`src/rtl/conv_pkg.sv`:
```
// Shared helpers for the streaming convolution window generator:
// counter sizing and the window element bit-offset mapping.
package conv_pkg;

   // Bits needed to count 0..n-1, never less than one bit
   function automatic int cnt_bits(input int n);
      return (n > 1) ? $clog2(n) : 1;
   endfunction

   // Bit offset of window element (r,c,ch); r=0 is the top row, c=0 the left column
   function automatic int win_offset(input int r, input int c, input int ch,
                                     input int k, input int channels, input int data_bits);
      return ((r * k + c) * channels + ch) * data_bits;
   endfunction

endpackage

```
`src/rtl/conv_line_buffer.sv`:
```
// One frame-row column store: a single address per beat, the old entry is
// read combinationally while the new one is written at the clock edge.
module conv_line_buffer
   import conv_pkg::*;
#(
   parameter int DEPTH  = 28,
   parameter int DATA_W = 8,
   parameter int ADDR_W = cnt_bits(DEPTH)
)(
   input  logic              clk,
   input  logic              wr_en,
   input  logic [ADDR_W-1:0] addr,
   input  logic [DATA_W-1:0] wr_data,
   output logic [DATA_W-1:0] rd_data
);

   logic [DATA_W-1:0] mem [DEPTH];

   assign rd_data = mem[addr];

   // Replace the column entry after its old value has been consumed by the read port
   always_ff @(posedge clk) begin
      if (wr_en) begin
         mem[addr] <= wr_data;
      end
   end

endmodule

```
`src/rtl/conv_window_gen.sv`:
```
// Streaming KxK x CHANNELS window generator with configurable stride,
// valid/ready handshakes on both sides and frame position tagging.
module conv_window_gen
   import conv_pkg::*;
#(
   parameter int WIDTH       = 28,
   parameter int HEIGHT      = 28,
   parameter int DATA_BITS   = 8,
   parameter int FILTER_SIZE = 5,
   parameter int CHANNELS    = 1,
   parameter int STRIDE      = 1
)(
   input  logic                                                  clk,
   input  logic                                                  rst,
   input  logic                                                  in_valid,
   output logic                                                  in_ready,
   input  logic [CHANNELS*DATA_BITS-1:0]                         data_in,
   output logic                                                  out_valid,
   input  logic                                                  out_ready,
   output logic [FILTER_SIZE*FILTER_SIZE*CHANNELS*DATA_BITS-1:0] data_out,
   output logic [$clog2(HEIGHT)-1:0]                             out_row,
   output logic [$clog2(WIDTH)-1:0]                              out_col,
   output logic                                                  out_last
);

   localparam int K        = FILTER_SIZE;
   localparam int PIX_BITS = CHANNELS * DATA_BITS;
   localparam int ROW_BITS = $clog2(HEIGHT);
   localparam int COL_BITS = $clog2(WIDTH);
   localparam int PH_BITS  = cnt_bits(STRIDE);
   localparam int LAST_ROW = K - 1 + ((HEIGHT - K) / STRIDE) * STRIDE;
   localparam int LAST_COL = K - 1 + ((WIDTH - K) / STRIDE) * STRIDE;

   logic [COL_BITS-1:0] col_cnt;
   logic [ROW_BITS-1:0] row_cnt;
   logic [PH_BITS-1:0]  col_ph;
   logic [PH_BITS-1:0]  row_ph;
   logic                accept;
   logic                col_at_end;
   logic                row_at_end;
   logic                emit;
   logic                frame_last;

   logic [PIX_BITS-1:0]      lb_rd    [K-1];
   logic [PIX_BITS-1:0]      win      [K][K];
   logic [PIX_BITS-1:0]      next_win [K][K];
   logic [K*K*PIX_BITS-1:0]  next_flat;

   // A new pixel may enter only when the output slot is free or being drained
   assign in_ready   = !rst && (!out_valid || out_ready);
   assign accept     = in_valid && in_ready;
   assign col_at_end = (col_cnt == COL_BITS'(WIDTH - 1));
   assign row_at_end = (row_cnt == ROW_BITS'(HEIGHT - 1));

   // The phase counters sit at zero exactly on stride-aligned rows/columns past the first K-1
   assign emit       = (row_cnt >= ROW_BITS'(K - 1)) && (col_cnt >= COL_BITS'(K - 1)) &&
                       (row_ph == '0) && (col_ph == '0);
   assign frame_last = (row_cnt == ROW_BITS'(LAST_ROW)) && (col_cnt == COL_BITS'(LAST_COL));

   // Raster position of the next pixel plus stride phase, wrapping at row and frame ends
   always_ff @(posedge clk) begin
      if (rst) begin
         col_cnt <= '0;
         row_cnt <= '0;
         col_ph  <= '0;
         row_ph  <= '0;
      end else if (accept) begin
         if (col_at_end) begin
            col_cnt <= '0;
            col_ph  <= '0;
            if (row_at_end) begin
               row_cnt <= '0;
               row_ph  <= '0;
            end else begin
               row_cnt <= row_cnt + 1'b1;
               if (row_cnt >= ROW_BITS'(K - 1)) begin
                  row_ph <= (row_ph == PH_BITS'(STRIDE - 1)) ? '0 : row_ph + 1'b1;
               end
            end
         end else begin
            col_cnt <= col_cnt + 1'b1;
            if (col_cnt >= COL_BITS'(K - 1)) begin
               col_ph <= (col_ph == PH_BITS'(STRIDE - 1)) ? '0 : col_ph + 1'b1;
            end
         end
      end
   end

   // Line buffers: buffer 0 holds the oldest row; each one takes the row below it, the last takes the new pixel
   for (genvar i = 0; i < K - 1; i++) begin : g_lb
      logic [PIX_BITS-1:0] wr_data;
      if (i == K - 2) begin : g_bottom
         assign wr_data = data_in;
      end else begin : g_upper
         assign wr_data = lb_rd[i+1];
      end
      conv_line_buffer #(
         .DEPTH  (WIDTH),
         .DATA_W (PIX_BITS),
         .ADDR_W (COL_BITS)
      ) u_lb (
         .clk     (clk),
         .wr_en   (accept),
         .addr    (col_cnt),
         .wr_data (wr_data),
         .rd_data (lb_rd[i])
      );
   end

   // Window after this beat: shift left one column, new right column is {line buffers, new pixel}
   always_comb begin
      next_flat = '0;
      for (int r = 0; r < K; r++) begin
         for (int c = 0; c < K - 1; c++) begin
            next_win[r][c] = win[r][c+1];
         end
      end
      for (int r = 0; r < K - 1; r++) begin
         next_win[r][K-1] = lb_rd[r];
      end
      next_win[K-1][K-1] = data_in;
      for (int r = 0; r < K; r++) begin
         for (int c = 0; c < K; c++) begin
            next_flat[win_offset(r, c, 0, K, CHANNELS, DATA_BITS) +: PIX_BITS] = next_win[r][c];
         end
      end
   end

   // Window register advances on every accepted pixel; contents before a full window are don't-care
   always_ff @(posedge clk) begin
      if (accept) begin
         win <= next_win;
      end
   end

   // Output slot: load on an emitting pixel, hold while stalled, clear once drained
   always_ff @(posedge clk) begin
      if (rst) begin
         out_valid <= 1'b0;
         data_out  <= '0;
         out_row   <= '0;
         out_col   <= '0;
         out_last  <= 1'b0;
      end else if (accept) begin
         out_valid <= emit;
         if (emit) begin
            data_out <= next_flat;
            out_row  <= row_cnt - ROW_BITS'(K - 1);
            out_col  <= col_cnt - COL_BITS'(K - 1);
            out_last <= frame_last;
         end
      end else if (out_ready) begin
         out_valid <= 1'b0;
      end
   end

endmodule

```
`config.mk`:
```
export PLATFORM = sky130hd
export DESIGN_NAME = conv_window_gen
export DESIGN_NICKNAME = d
export VERILOG_FILES = /design/src/rtl/conv_pkg.sv /design/src/rtl/conv_line_buffer.sv /design/src/rtl/conv_window_gen.sv
export SDC_FILE = /design/constraint.sdc
export NUM_CORES = 1
export LEC_CHECK = 0
export BUFFER_PORTS_ARGS = -buffer_cell sky130_fd_sc_hd__buf_2
export CORE_MARGIN = 1.5
export CORE_UTILIZATION = 45
export DETAILED_ROUTE_END_ITERATION = 16
export GPL_TIMING_DRIVEN = 0
export PLACE_DENSITY = 0.6
export SYNTH_ARGS = -nofsm -noshare
export SYNTH_HDL_FRONTEND = slang
export SYNTH_HIERARCHICAL = 1
export SYNTH_SLANG_ARGS = --single-unit
```
`constraint.sdc`:
```
create_clock -name clk -period 23 [get_ports clk]
set_clock_uncertainty 0.05 [all_clocks]
set_input_delay 4.6 -clock clk [delete_from_list [all_inputs] [get_ports clk]]
set_output_delay 4.6 -clock clk [all_outputs]
set_load 0.01 [all_outputs]
```
Word level (Yosys, flattened, before mapping)
Memories as Yosys holds them, arrays and structs flattened. A register that Yosys moved wholly into a read port is not among the register bits.
Index checks and enable logic that the tools add are counted.
- add/sub/neg operators: 6
- $lt $le $gt $ge: 2
- equality and inequality tests: 2
- multiplexer cells: 20
- bitwise operators: 2
- reductions and logical operators: 16
- operator list (operator ; number):
    $mux W5 ; 10
    $add A5 B1 Y5 const B ; 2
    $eq A5 B5 Y1 const B ; 2
    $ge A5 B3 Y1 const B ; 2
    $mux W1 ; 10
    $sub A5 B3 Y5 const B ; 2
    $logic_and A1 B1 Y1 ; 6
    $reduce_and A2 Y1 ; 3
    $reduce_bool A2 Y1 ; 3
    $reduce_and A3 Y1 ; 1
    $add A1 B1 Y1 const B ; 2
    $logic_not A1 Y1 ; 2
    $not A1 Y1 ; 2
    $logic_or A1 B1 Y1 ; 1
- register bits after elaboration: 384
- bits in writable memories: 896
- bits of input ports: 12
- output and inout bits: 213
- memories kept: 4
- memories (name ; depth ; width ; rd ports ; clocked after Yosys merged registers in ; wr ports ; RTL line ; text):
    g_lb[0].u_lb.mem ; 28 ; 8 ; 1 ; 1 ; 1 ; conv_line_buffer.sv:17 ; logic [DATA_W-1:0] mem [DEPTH];
    g_lb[1].u_lb.mem ; 28 ; 8 ; 1 ; 1 ; 1 ; conv_line_buffer.sv:17 ;
    g_lb[2].u_lb.mem ; 28 ; 8 ; 1 ; 1 ; 1 ; conv_line_buffer.sv:17 ;
    g_lb[3].u_lb.mem ; 28 ; 8 ; 1 ; 1 ; 1 ; conv_line_buffer.sv:17 ;

Longest topological paths before layout
- word-level depth: 6
- gate-level depth with buffers: 9
- depth with buffers taken out: 6

By module
The synthesis kept the hierarchy.
- modules (own cells, without submodules) (module ; instances ; cells an instance ; area an instance (µm²)):
    conv_line_buffer ; 4 ; 454 ; 8799.7
    conv_window_gen ; 1 ; 1195 ; 13484.2

Least setup slack after synthesis
No wires, ideal clock.
- path type: input -> register
- start point: input out_ready
- end point: memory g_lb[0].u_lb.mem[25][0] (enable)
- data arrival time: 11837 ps
- path slack: 10727 ps
- stages: 7
- buffers on the path: 2
- path through: nand2b_1 -> nand3_2 -> buf_6 -> inv_2 -> clkbuf_1 -> nand3b_1 -> nor3_1
- cells in the longest elaborated chain, start to end: 5
- RTL lines (element ; RTL line ; text):
    from (decl) ; conv_window_gen.sv:19 ; input logic out_ready,
    $logic_or A1 B1 Y1 ; conv_window_gen.sv:50 ; assign in_ready = !rst && (!out_valid || out_ready);
    $logic_and A1 B1 Y1 ; conv_window_gen.sv:50 ;
    $logic_and A1 B1 Y1 ; conv_window_gen.sv:51 ; assign accept = in_valid && in_ready;
    net accept ; conv_window_gen.sv:38 ; logic accept;
    $mux W1 ; conv_line_buffer.sv:23 ; if (wr_en) begin
    $mux W1 (not written as such) ; conv_line_buffer.sv:24 ; mem[addr] <= wr_data;
    to (decl) ; conv_line_buffer.sv:17 ;
The timed path passes the listed nets, and every way through them passes these cells.

Final worst setup path
- start point: input rst
- end point: output in_ready
- cells in the longest elaborated chain, start to end: 2
- RTL lines (element ; RTL line ; text):
    from (decl) ; conv_window_gen.sv:14 ; input logic rst,
    $logic_not A1 Y1 ; conv_window_gen.sv:50 ;
    $logic_and A1 B1 Y1 ; conv_window_gen.sv:50 ;
    to (decl) ; conv_window_gen.sv:16 ; output logic in_ready,
No other way between the ends.

==> metrics <==
Die Wd 332 um; Period Utilization, post-route 49.0%; pwr/cell area 86.8 nW/um2; hold depth 0; clk_lat worst skew 0.74 ns; CTS root buf clkbuf_16; mux cell area share after synthesis 10.1%; routed vias 28302; CP Cell Sequence buf_2, clkbuf_1, clkbuf_1, nor2_1, buf_2; H-tree depth reported by CTS 4; commonest cells after routing, fill and taps aside edfxtp_1 (1056), buf_2 (319), dfxtp_1 (220); HPWL reported at the end of detailed placement 82000 um; share of cells above drive strength 1 21.5%; Sw Share 21.2%; row count 120; Initial DRT Pass Iterations 6; largest family of logic cells by synthesized area multiplexers; Syn Nets 3035; postcts setup bufs 0; Bufs on Longest Clock Path 3; count of different cell masters after synthesis 49; Final Hold Viols 0; post-CTS sizing 0; crit start category primary input; Tot GR Track Use 21.9%; highest clock rate 88.8 MHz; final slew viol count 0; Starting Density 45.4%; data required time of the worst path 18.35 ns; vias in the first global route 27342; Synth Instances 3011; post-synthesis xor/xnor area fraction 0.0900%; Worst Tran Pin Value 1.35 ns; setup TNS 0 ns; TritonCTS clock tree yes; CTS clk-pin slew, worst paths 0.06 ns; VDD IR-drop max 0.0687 mV; max incr delay on CP 0.70 ns; cts hold-fix bufs 0; DR iter-0 viols 2673; sw power 1.04 mW; Ys Warns 6; IO Count 225; Post-synth ARST share 0%; number of cells on the critical path 5; largest net degree at the start of global routing 69; CP top delay family buffers and inverters; dominant synthesized flop cell edfxtp_1; CTS Buf Count 135; Final min period 11.27 ns; crit path kind primary input to output pin; reg2reg path depth 7; Avg WL per Cell 24.7 um; post-synthesis simple-gate area fraction 6.23%; final net count 3427; CP arrival 6.62 ns; global-route wire length before repair 180000 um; post-synthesis sequential area ratio 74.3%; EDFF count, synth 1056; Mapped Area 48700 um2; filler instances 8766; total core area 107000 um2; Slew HR 9.17%; post-route ant nets 0; # clock sinks 1278; Int Power 3.86 mW; area of the multi-input gates 11300 um2; initial antenna violation count 3; sequential share of power 52.2%; P&R area growth vs syn 16.1%; worst path bufs/invs 4; RePlAce Congestion 0.865; die area 110000 um2; number of remaining DRC errors 0; Setup-failing EPs final 0; sequential standard cell area 36200 um2; status completed; largest fanout on the critical path 10; max_cap viols 0; clock share of power 43.2%; Avg Synthesized Cell Area 16.2 um2; combinational power share 4.6%; Synth Area in Compound Gates 6.47%; chip height 332 um; path type of the worst min-delay path flop to flop; unrepaired setup endpoints after global routing false; Slowest-stage cell, CP clkbuf_1; most common cell after layout, fill and taps aside edfxtp_1; via/cell ratio 5.75; I/O Buffers 224; area share of fa/ha/maj cells after synthesis 0.308%; total power 4.90 mW; final wirelength 121000 um; LEAKAGE 18.2 nW; crit end category output pin; #FFs+latches synth 1278; total gr overflow 0
-- layout make-up --
class	instances	share of cell area [%]
Timing Repair Buffer	255	2.96
Tap cell	1403	3.11
Clock buffer	183	6.66
Sequential cell	1278	64.0
Antenna cell	4	0.0177
Clock inverter	62	1.02
Multi-Input combinational cell	1494	20.1
Inverter	18	0.120
Buffer	221	2.06
-- cells in the mapped netlist (2+ instances only) --
cell / instances / area, um2
buf_1: 14 / 52.6
nor3b_2: 4 / 50.1
a32oi_1: 4 / 35.0
buf_2: 95 / 475
buf_6: 20 / 225
edfxtp_1: 1056 / 31700
nor4b_2: 2 / 30.0
mux2_2: 4 / 45.0
o31a_1: 4 / 35.0
xnor2_1: 5 / 43.8
nand2b_1: 5 / 31.3
nor3_1: 49 / 245
a21oi_1: 212 / 1060
o21ai_1: 40 / 200
ha_1: 12 / 150
or3b_1: 12 / 105
clkbuf_1: 75 / 282
mux4_2: 136 / 3060
nor3b_1: 4 / 30.0
nor2b_1: 25 / 156
o21ai_0: 206 / 1030
a311oi_1: 2 / 17.5
a2111oi_0: 4 / 35.0
nand4_1: 50 / 313
or3_1: 8 / 50.1
mux2i_1: 181 / 1810
nand3_1: 211 / 1060
and3b_1: 5 / 43.8
o22ai_1: 12 / 75.1
inv_1: 16 / 60.1
buf_4: 17 / 128
nor2_1: 96 / 360
dfxtp_1: 222 / 4440
nand2_1: 87 / 327
inv_2: 2 / 7.51
and2_1: 12 / 75.1
nand3b_1: 17 / 128
a31o_2: 4 / 35.0
a221oi_1: 24 / 210
a22oi_1: 48 / 360
-- metrics by stage --
stage               cells  instance area (um2)  hold WS [ns]  setup slack [ns]  util (%)
floorplan            3011                48700         0.376             10.73         -
global placement     4638                51600         0.380              5.37      48.1
detailed placement   4668                52100         0.383             11.70      48.6
CTS                  4913                56500         0.388             11.70      52.7
global route         4914                56500         0.392             11.63      52.7
finish               4918                56500         0.392             11.73      52.7
-- cells by family after synthesis --
logic type               count (synthesis)
AO/OA/AOI/OAI                          565
XOR/XNOR                                 5
adder cells (fa/ha/maj)                 12
buffers and inverters                  239
flip-flops                            1278
multiplexers                           321
AND/OR/NAND/NOR                        591
-- flip-flops by register name (all words and copies together), names as in the netlist --
signal / cells
col_cnt: 5
data_out: 200
g_lb.u_lb/mem: 896
next_flat: 160
out_col: 5
out_last: 1
out_row: 5
out_valid: 1
row_cnt: 5
-- worst register-to-register path, stage by stage, from the launching register on --
cell	delay (ns)
dfxtp_1	1.10
buf_2	0.43
buf_2	0.31
nor2b_1	0.44
nand2_1	0.10
nand4_1	0.24
nand4_1	0.80
buf_16	0.46
-- final timing paths --
kind	startpoint	to	slack, ns
worst min register to register	next_flat[69]	next_flat[61]	0.39
worst max register to register	col_cnt[2]	g_lb[1].u_lb/mem[14][3]	18.79
worst min-delay path	next_flat[69]	next_flat[61]	0.39
worst max-delay path	rst	in_ready	11.73
-- power groups by stage --
stage                     combinational (mW)  sequential [mW]  clock (mW)
after CTS                              0.227             2.56        2.16
after global placement                 0.202             2.62           0
after floorplan                        0.121             2.61           0
final                                  0.226             2.56        2.12
after detailed placement               0.226             2.61           0
after global routing                   0.241             2.56        2.25
-- metal layers --
metal  share of wire (%)  track usage [%]  vias up
li1                    -                -    12613
met1                  45             32.6    14458
met2                  45             32.6     1050
met3                 7.2             4.44      181
met4                 2.3             6.69        0
met5                   0                0        -
Power figures use the tool's default switching activity.
